## config.mk

```make
export PLATFORM = sky130hd
export DESIGN_NAME = param_sync_counter
export DESIGN_NICKNAME = d
export VERILOG_FILES = /design/src/rtl/param_sync_counter_pkg.sv /design/src/rtl/counter_next_state.sv /design/src/rtl/param_sync_counter.sv
export SDC_FILE = /design/constraint.sdc
export NUM_CORES = 1
export LEC_CHECK = 0
export ABC_AREA = 1
export CORE_MARGIN = 1.5
export CORE_UTILIZATION = 45
export DETAILED_ROUTE_END_ITERATION = 6
export PLACE_DENSITY = 0.83
export REMOVE_ABC_BUFFERS = 1
export SLEW_MARGIN = 20
export SYNTH_ARGS = -nofsm -noshare
export SYNTH_HDL_FRONTEND = slang
export SYNTH_SLANG_ARGS = --single-unit
```

## constraint.sdc

```tcl
create_clock -name clock -period 4.4 [get_ports clock]
set_input_delay 1.32 -clock clock [delete_from_list [all_inputs] [get_ports clock]]
set_output_delay 1.32 -clock clock [all_outputs]
set_load 0.01 [all_outputs]
```

## src/rtl/param_sync_counter_pkg.sv

```systemverilog
`default_nettype none
// ============================================================================
// Module : param_sync_counter_pkg
// Brief  : Shared direction/coding constants and Gray helper for the counter.
// Rev    : 1.0  initial release
// ============================================================================
package param_sync_counter_pkg;

  localparam logic DIR_DOWN  = 1'b0;
  localparam logic DIR_UP    = 1'b1;

  localparam logic CODE_BIN  = 1'b0;
  localparam logic CODE_GRAY = 1'b1;

  // Callers truncate the result to their own width; upper bits stay zero.
  function automatic logic [31:0] bin2gray(input logic [31:0] value);
    return value ^ (value >> 1);
  endfunction

endpackage
`default_nettype wire

```

## src/rtl/counter_next_state.sv

```systemverilog
`default_nettype none
// ============================================================================
// Module : counter_next_state
// Brief  : Combinational next count and wrap flag for param_sync_counter.
// Rev    : 1.0  initial release
// ============================================================================
module counter_next_state
  import param_sync_counter_pkg::*;
#(
  parameter int          WIDTH     = 4,
  parameter int unsigned MAX_COUNT = 32'((64'd1 << WIDTH) - 64'd1),
  parameter int          SATURATE  = 0
) (
  input  logic [WIDTH-1:0] count,
  input  logic             enable,
  input  logic             up,
  input  logic             load,
  input  logic [WIDTH-1:0] load_value,
  input  logic             sync_clear,
  output logic [WIDTH-1:0] next_count,
  output logic             next_wrap
);

  localparam logic [WIDTH-1:0] c_max  = WIDTH'(MAX_COUNT);
  localparam logic [WIDTH-1:0] c_zero = '0;
  localparam logic [WIDTH-1:0] c_one  = WIDTH'(1);

  logic w_at_max;
  logic w_at_zero;

  // Range-end tests are made on the current count so the +/-1 never overflows.
  assign w_at_max  = (count >= c_max);
  assign w_at_zero = (count == c_zero);

  always_comb begin
    next_count = count;
    next_wrap  = 1'b0;
    if (sync_clear) begin
      next_count = c_zero;
    end else if (load) begin
      next_count = (load_value > c_max) ? c_max : load_value;
    end else if (enable) begin
      case (up)
        DIR_UP: begin
          if (!w_at_max) begin
            next_count = count + c_one;
          end else if (SATURATE == 0) begin
            next_count = c_zero;
            next_wrap  = 1'b1;
          end else begin
            next_count = c_max;
          end
        end
        DIR_DOWN: begin
          if (!w_at_zero) begin
            next_count = count - c_one;
          end else if (SATURATE == 0) begin
            next_count = c_max;
            next_wrap  = 1'b1;
          end else begin
            next_count = c_zero;
          end
        end
        default: begin
          next_count = count;
        end
      endcase
    end
  end

endmodule
`default_nettype wire

```

## src/rtl/param_sync_counter.sv

```systemverilog
`default_nettype none
// ============================================================================
// Module : param_sync_counter
// Brief  : WIDTH-bit modulo counter, up/down, load, wrap/saturate, bin/Gray q.
// Rev    : 1.0  initial release
// ============================================================================
module param_sync_counter
  import param_sync_counter_pkg::*;
#(
  parameter int          WIDTH     = 4,
  parameter int unsigned MAX_COUNT = 32'((64'd1 << WIDTH) - 64'd1),
  parameter int          SATURATE  = 0
) (
  input  logic             clock,
  input  logic             clear,
  input  logic             sync_clear,
  input  logic             enable,
  input  logic             up,
  input  logic             load,
  input  logic [WIDTH-1:0] load_value,
  input  logic             gray_sel,
  output logic [WIDTH-1:0] q,
  output logic [WIDTH-1:0] q_bar,
  output logic [WIDTH-1:0] count_bin,
  output logic             terminal,
  output logic             wrap_pulse
);

  localparam logic [WIDTH-1:0] c_max = WIDTH'(MAX_COUNT);

  logic [WIDTH-1:0] r_count;
  logic [WIDTH-1:0] r_q;
  logic             r_wrap;

  logic [WIDTH-1:0] w_next_count;
  logic             w_next_wrap;
  logic [WIDTH-1:0] w_q_next;

  counter_next_state #(
    .WIDTH     (WIDTH),
    .MAX_COUNT (MAX_COUNT),
    .SATURATE  (SATURATE)
  ) u_next_state (
    .count      (r_count),
    .enable     (enable),
    .up         (up),
    .load       (load),
    .load_value (load_value),
    .sync_clear (sync_clear),
    .next_count (w_next_count),
    .next_wrap  (w_next_wrap)
  );

  // q is coded from the next state so it lines up with count_bin.
  always_comb begin
    w_q_next = w_next_count;
    case (gray_sel)
      CODE_GRAY: w_q_next = WIDTH'(bin2gray(32'(w_next_count)));
      CODE_BIN:  w_q_next = w_next_count;
      default:   w_q_next = w_next_count;
    endcase
  end

  always_ff @(posedge clock or posedge clear) begin
    if (clear) begin
      r_count <= '0;
      r_q     <= '0;
      r_wrap  <= 1'b0;
    end else begin
      r_count <= w_next_count;
      r_q     <= w_q_next;
      r_wrap  <= w_next_wrap;
    end
  end

  assign count_bin  = r_count;
  assign q          = r_q;
  assign q_bar      = ~r_q;
  assign wrap_pulse = r_wrap;

  // Live enable/up keep the cascade ripple-free into the next stage's enable.
  assign terminal = enable & (((up == DIR_UP)   & (r_count == c_max)) |
                              ((up == DIR_DOWN) & (r_count == '0)));

endmodule
`default_nettype wire

```

# Yosys cells after proc, flatten, opt, wreduce, memory -nomap -nowiden
# Cells that the tools add are included.
[classes]
n_addsub = 2
n_div = 0
multipliers = 0
n_lt_le_gt_ge = 2
n_eq_ne = 1
mux = 14
n_reduce_logical = 1
shifts = 0
n_bitwise = 8
[ops]
columns = ["cell", "n"]
rows = [
  ["$mux 4", 6],
  ["$pmux 4 s2", 2],
  ["$mux 1", 5],
  ["$add 4x1->4 const B", 1],
  ["$eq 4x4->1 const B", 1],
  ["$ge 4x4->1 const B", 1],
  ["$gt 4x4->1 const B", 1],
  ["$logic_not 4->1", 1],
  ["$not 4->4", 1],
  ["$sub 4x1->4 const B", 1],
  ["$xor 4x3->4", 1],
  ["$and 1x1->1", 3],
  ["$not 1->1", 2],
  ["$pmux 1 s2", 1],
  ["$or 1x1->1", 1],
]
[totals]
romBits = 0
register_bits = 9
out_inout_bits = 14
mem_bits_rw = 0
elab_cells = 31
latchBits = 0
memories = 0

# Depth between registers and ports, before layout
[logic_depth]
word_depth = 8
depth_mapped = 12
mapped_depth_nobuf = 12

# Cells and area by module
# Synthesis repeated with hierarchy kept, for this count alone.
[unflattened]
hier_cells = 92
area_unflattened_um2 = 604.3
[modules_own_cells]
columns = ["module", "area_each_um2", "seq_area_each_um2", "cells_each", "n_inst"]
rows = [
  ["param_sync_counter", 326.6, 200.2, 38, 1],
  ["counter_next_state", 277.8, 0.0, 54, 1],
]

# Least setup slack after synthesis
# Ideal clock, no wire load.
[synth_path]
kind = "in2out"
start = "in up"
end = "out terminal"
t_arrival_ns = 1.685
path_buffers = 1
setup_slack_ns = 1.395
cell_stages = 5
path_cell_list = "buf_6 -> inv_2 -> nand2_1 -> nand3_1 -> inv_1"
[synth_via]
elab_chain_cells = 4
word_cells_on_any_way = 5
cone_classes = "bitwise (5)"
[synth_rtl]
columns = ["item", "line", "text"]
rows = [
  ["start: declaration", "param_sync_counter.sv:18", "input logic up,"],
  ["$not 1->1", "-", ""],
  ["$and 1x1->1", "param_sync_counter.sv:83", "((up == DIR_DOWN) & (r_count == '0)));"],
  ["$or 1x1->1 (*)", "param_sync_counter.sv:82", "assign terminal = enable & (((up == DIR_UP) & (r_count == c_max)) |"],
  ["$and 1x1->1 (*)", "param_sync_counter.sv:82", ""],
  ["end: declaration", "param_sync_counter.sv:25", "output logic terminal,"],
]
# Every way passes the cells marked *; elsewhere a longest branch is shown, timed or not.

# Worst setup path after layout
# Same ends and word-level chain as after synthesis.

==> metrics.md <==
| Metric | Value |
|---|---|
| Reg-to-reg setup timing slack | 2710 ps |
| Count of buffers from port buffering | 24 |
| Avg Inst Size Synth | 7.123 µm² |
| Via count of the routed design | 621 |
| Outcome | complete, no violations |
| DP Area | 855.8 µm² |
| First element of the critical path | up |
| Final setup violation count | 0 |
| Slowest cell on the critical path | clkdlybuf4s50_1 |
| Startpoint type of the worst setup path | primary input |
| Slew at the pin with the worst max-slew slack | 289.6 ps |
| Worst setup endpoint | terminal |
| Fin. max-slew vios | 0 |
| Maximum number of pins on one net before global-route repair | 9 |
| Count of yosys warnings during synthesis | 0 |
| Global-route usage over all layers | 0.1831 |
| Worst IR Drop VDD | 0.1785 mV |
| Most repeated library cell on the critical path | clkdlybuf4s50_1 |
| Hold wc startpoint | count_bin[0]$_DFF_PP0_ |
| Final HPWL from detailed placement | 1028 µm |
| Reg-to-reg endpoint | q[0]$_DFF_PP0_ |
| Total count of hold-check failures in the final report | 0 |
| Synthesized instance count | 88 |
| Count of cells along the worst register-to-register path | 7 |
| Clock latency reported for the late side of the worst-skew pair | 250 ps |
| Placer Congestion | 0.8143 |
| IO Pins | 25 |
| Post-synth top area cell | dfrtp_1 |
| Worst-path maximum fanout | 8 |
| Die width | 40.32 µm |
| Synthesized area | 626.9 µm² |
| Number of maximum-capacitance constraint violations | 0 |
| Number of antenna violations at the first check in global routing | 0 |
| Power Total | 0.2288 mW |
| Vias in the first global route | 466 |
| Flip-flop and latch count after synthesis | 8 |
| Share of the cycle needed by the critical path after routing | 0.9344 |
| Share of the synthesized area in the top cell type | 0.3194 |
| TritonCTS clock tree | done |
| Sum Neg Setup Slack | 0 ps |
| Worst reg2reg path startpoint | count_bin[0]$_DFF_PP0_ |
| H-tree lvl count | 1 |
| Maximum count of clock buffers along a single path | 2 |
| Total Routed Length | 1257 µm |
| RSZ-0062 raised after global routing | false |
| Count of routing violations after the opening detailed-route iteration | 3 |
| Worst Clk Skew | 7.749 ps |
| Total number of placement rows | 13 |
| Net count of the finished layout | 127 |
| Maximum clock frequency | 243.2 MHz |
| CP arrival | 2790 ps |
| CP Class | in -> out |
| Clk sinks | 8 |
| Cell Count, Final, Fillers Out | 127 |
| Total leakage power | 0.4431 nW |
| First-pass iteration count of the detailed router | 4 |
| Slowest stage delay, CP | 630 ps |
| Hold/Removal Path Class | reg -> reg |
| Post-route cell area | 878.3 µm² |
| Clock period minus final worst setup slack | 4111 ps |
| Clock-pin slew of the registers on the worst-case setup and hold paths | 60 ps |
| Post-placement cell count | 124 |
| Fraction of final layout cells with drive strength greater than 1 | 0.1429 |
| Inserted Clock Buffers | 3 |
| Required time at the endpoint of the critical path | 3080 ps |
| Total DRC errors in the routed layout | 0 |
| Number of distinct standard cells referenced by the synthesized netlist | 21 |
| Cell-by-cell listing of the critical path | clkdlybuf4s50_1 > inv_2 > nand2_1 > nand3_1 > inv_1 > clkdlybuf4s50_1 |
| Fraction of the core area covered by cells at the end of the flow | 0.6750 |
| Global-route wire length before repair | 1952 µm |
| Hold Buf Count CTS | 0 |
| Cell types with the largest area share after synthesis | dfrtp_1 (32%), inv_1 (9.6%), nand2_1 (9.6%), nand3_1 (8.8%), nand3_2 (4.8%) |
| Sequential element share of the synthesized area | 0.3194 |
| Via-per-instance ratio | 4.890 |
| Mean routed wirelength per cell | 9.898 µm |
| Final antenna diode count | 0 |
| Clock Root Buffer | clkbuf_4 |
| CP Capture Type | output pin |
| Starting density of the core | 0.4817 |
| Power density over the cells | 260.5 mW/mm² |
| Die extent in y | 40.32 µm |
| Area of the core | 0.001301 mm² |
| Overflow left after global routing | 0 |
| Syn-to-layout area delta | 40.12% |
| Antenna viol nets, final | 0 |
| Max-Slew Margin vs Limit | 0.8063 |
| Full die area | 0.001626 mm² |
| Number of gates resized after cts | 0 |
| Setup bufs post-CTS | 0 |
-- cells in the final DEF, fill, tap and decap left out, types with 4 or more instances in the layout --
master / synthesis / routed
nor2_1: 7 / 7
inv_2: 4 / 4
dfrtp_1: 8 / 8
clkdlybuf4s50_1: 0 / 24
nand2_1: 16 / 16
inv_1: 16 / 16
nand3_1: 11 / 11
-- layout make-up --
| type | count | area (µm²) |
|---|---|---|
| fill | 120 | 422.9 |
| multi-input combinational | 57 | 321.6 |
| timing repair buffer | 24 | 240.2 |
| sequential | 8 | 200.2 |
| inverter | 20 | 75.07 |
| clock buffer | 3 | 22.52 |
| tap | 15 | 18.77 |
-- how the worst min path moves through the flow --
stage,to,slack [ps],cells after the start
final,count_bin[0]$_DFF_PP0_,770,4
after global routing,count_bin[0]$_DFF_PP0_,830,4
after CTS,count_bin[0]$_DFF_PP0_,780,4
after detailed placement,count_bin[0]$_DFF_PP0_,770,4
after global placement,count_bin[0]$_DFF_PP0_,770,4
after floorplan,count_bin[0]$_DFF_PP0_,730,4
-- cells in the mapped netlist, drive strengths merged --
cell type / number
xor2: 1
nand2: 19
a21oi: 3
dfrtp: 8
nor2: 8
inv: 20
o21ai: 2
nand4: 3
buf: 3
xnor2: 2
ha: 2
or2: 1
a21boi: 1
nor3: 1
nand3: 14
-- logic make-up (layout without fill, tap and decap cells) --
| kind of cell | after synthesis | count (layout) | share of synthesized area |
|---|---|---|---|
| buffers and inverters | 23 | 47 | 0.1677 |
| AO/OA/AOI/OAI | 6 | 6 | 0.06987 |
| AND/OR/NAND/NOR | 46 | 46 | 0.3613 |
| adder cells (fa/ha/maj) | 2 | 2 | 0.03991 |
| XOR/XNOR | 3 | 3 | 0.04192 |
| flip-flops | 8 | 8 | 0.3194 |
-- critical path: cells and delay by family --
family,cells,cell delay (ps)
AND/OR/NAND/NOR,2,170
buffers and inverters,4,1300
-- power breakdown --
group / switching, mW / total [mW] / internal (mW) / leakage [nW]
Combinational: 0.0414 / 0.0864 / 0.0450 / 0.326
Sequential: 0.00778 / 0.0881 / 0.0803 / 0.103
Clock: 0.0233 / 0.0544 / 0.0311 / 0.0138
-- layer usage --
layer,track usage,part of all wire
met1,0.2474,0.47
met2,0.2857,0.50
met3,0.03333,0.029
met4,0.07500,0
met5,0,0
-- metrics by stage --
step,hold WS (ps),worst slack [ps]
2_1_floorplan,733.5,1511
3_3_place_gp,767.8,333.4
3_5_place_dp,766.8,308.9
4_1_cts,778.7,296.9
5_1_grt,834.6,178.4
6_report,772.6,288.9
-- state kept, by name, summed over array words and instances (netlist names) --
name,flops
count_bin,4
wrap_pulse,1
q,3
(Power assumes the default switching activity.)
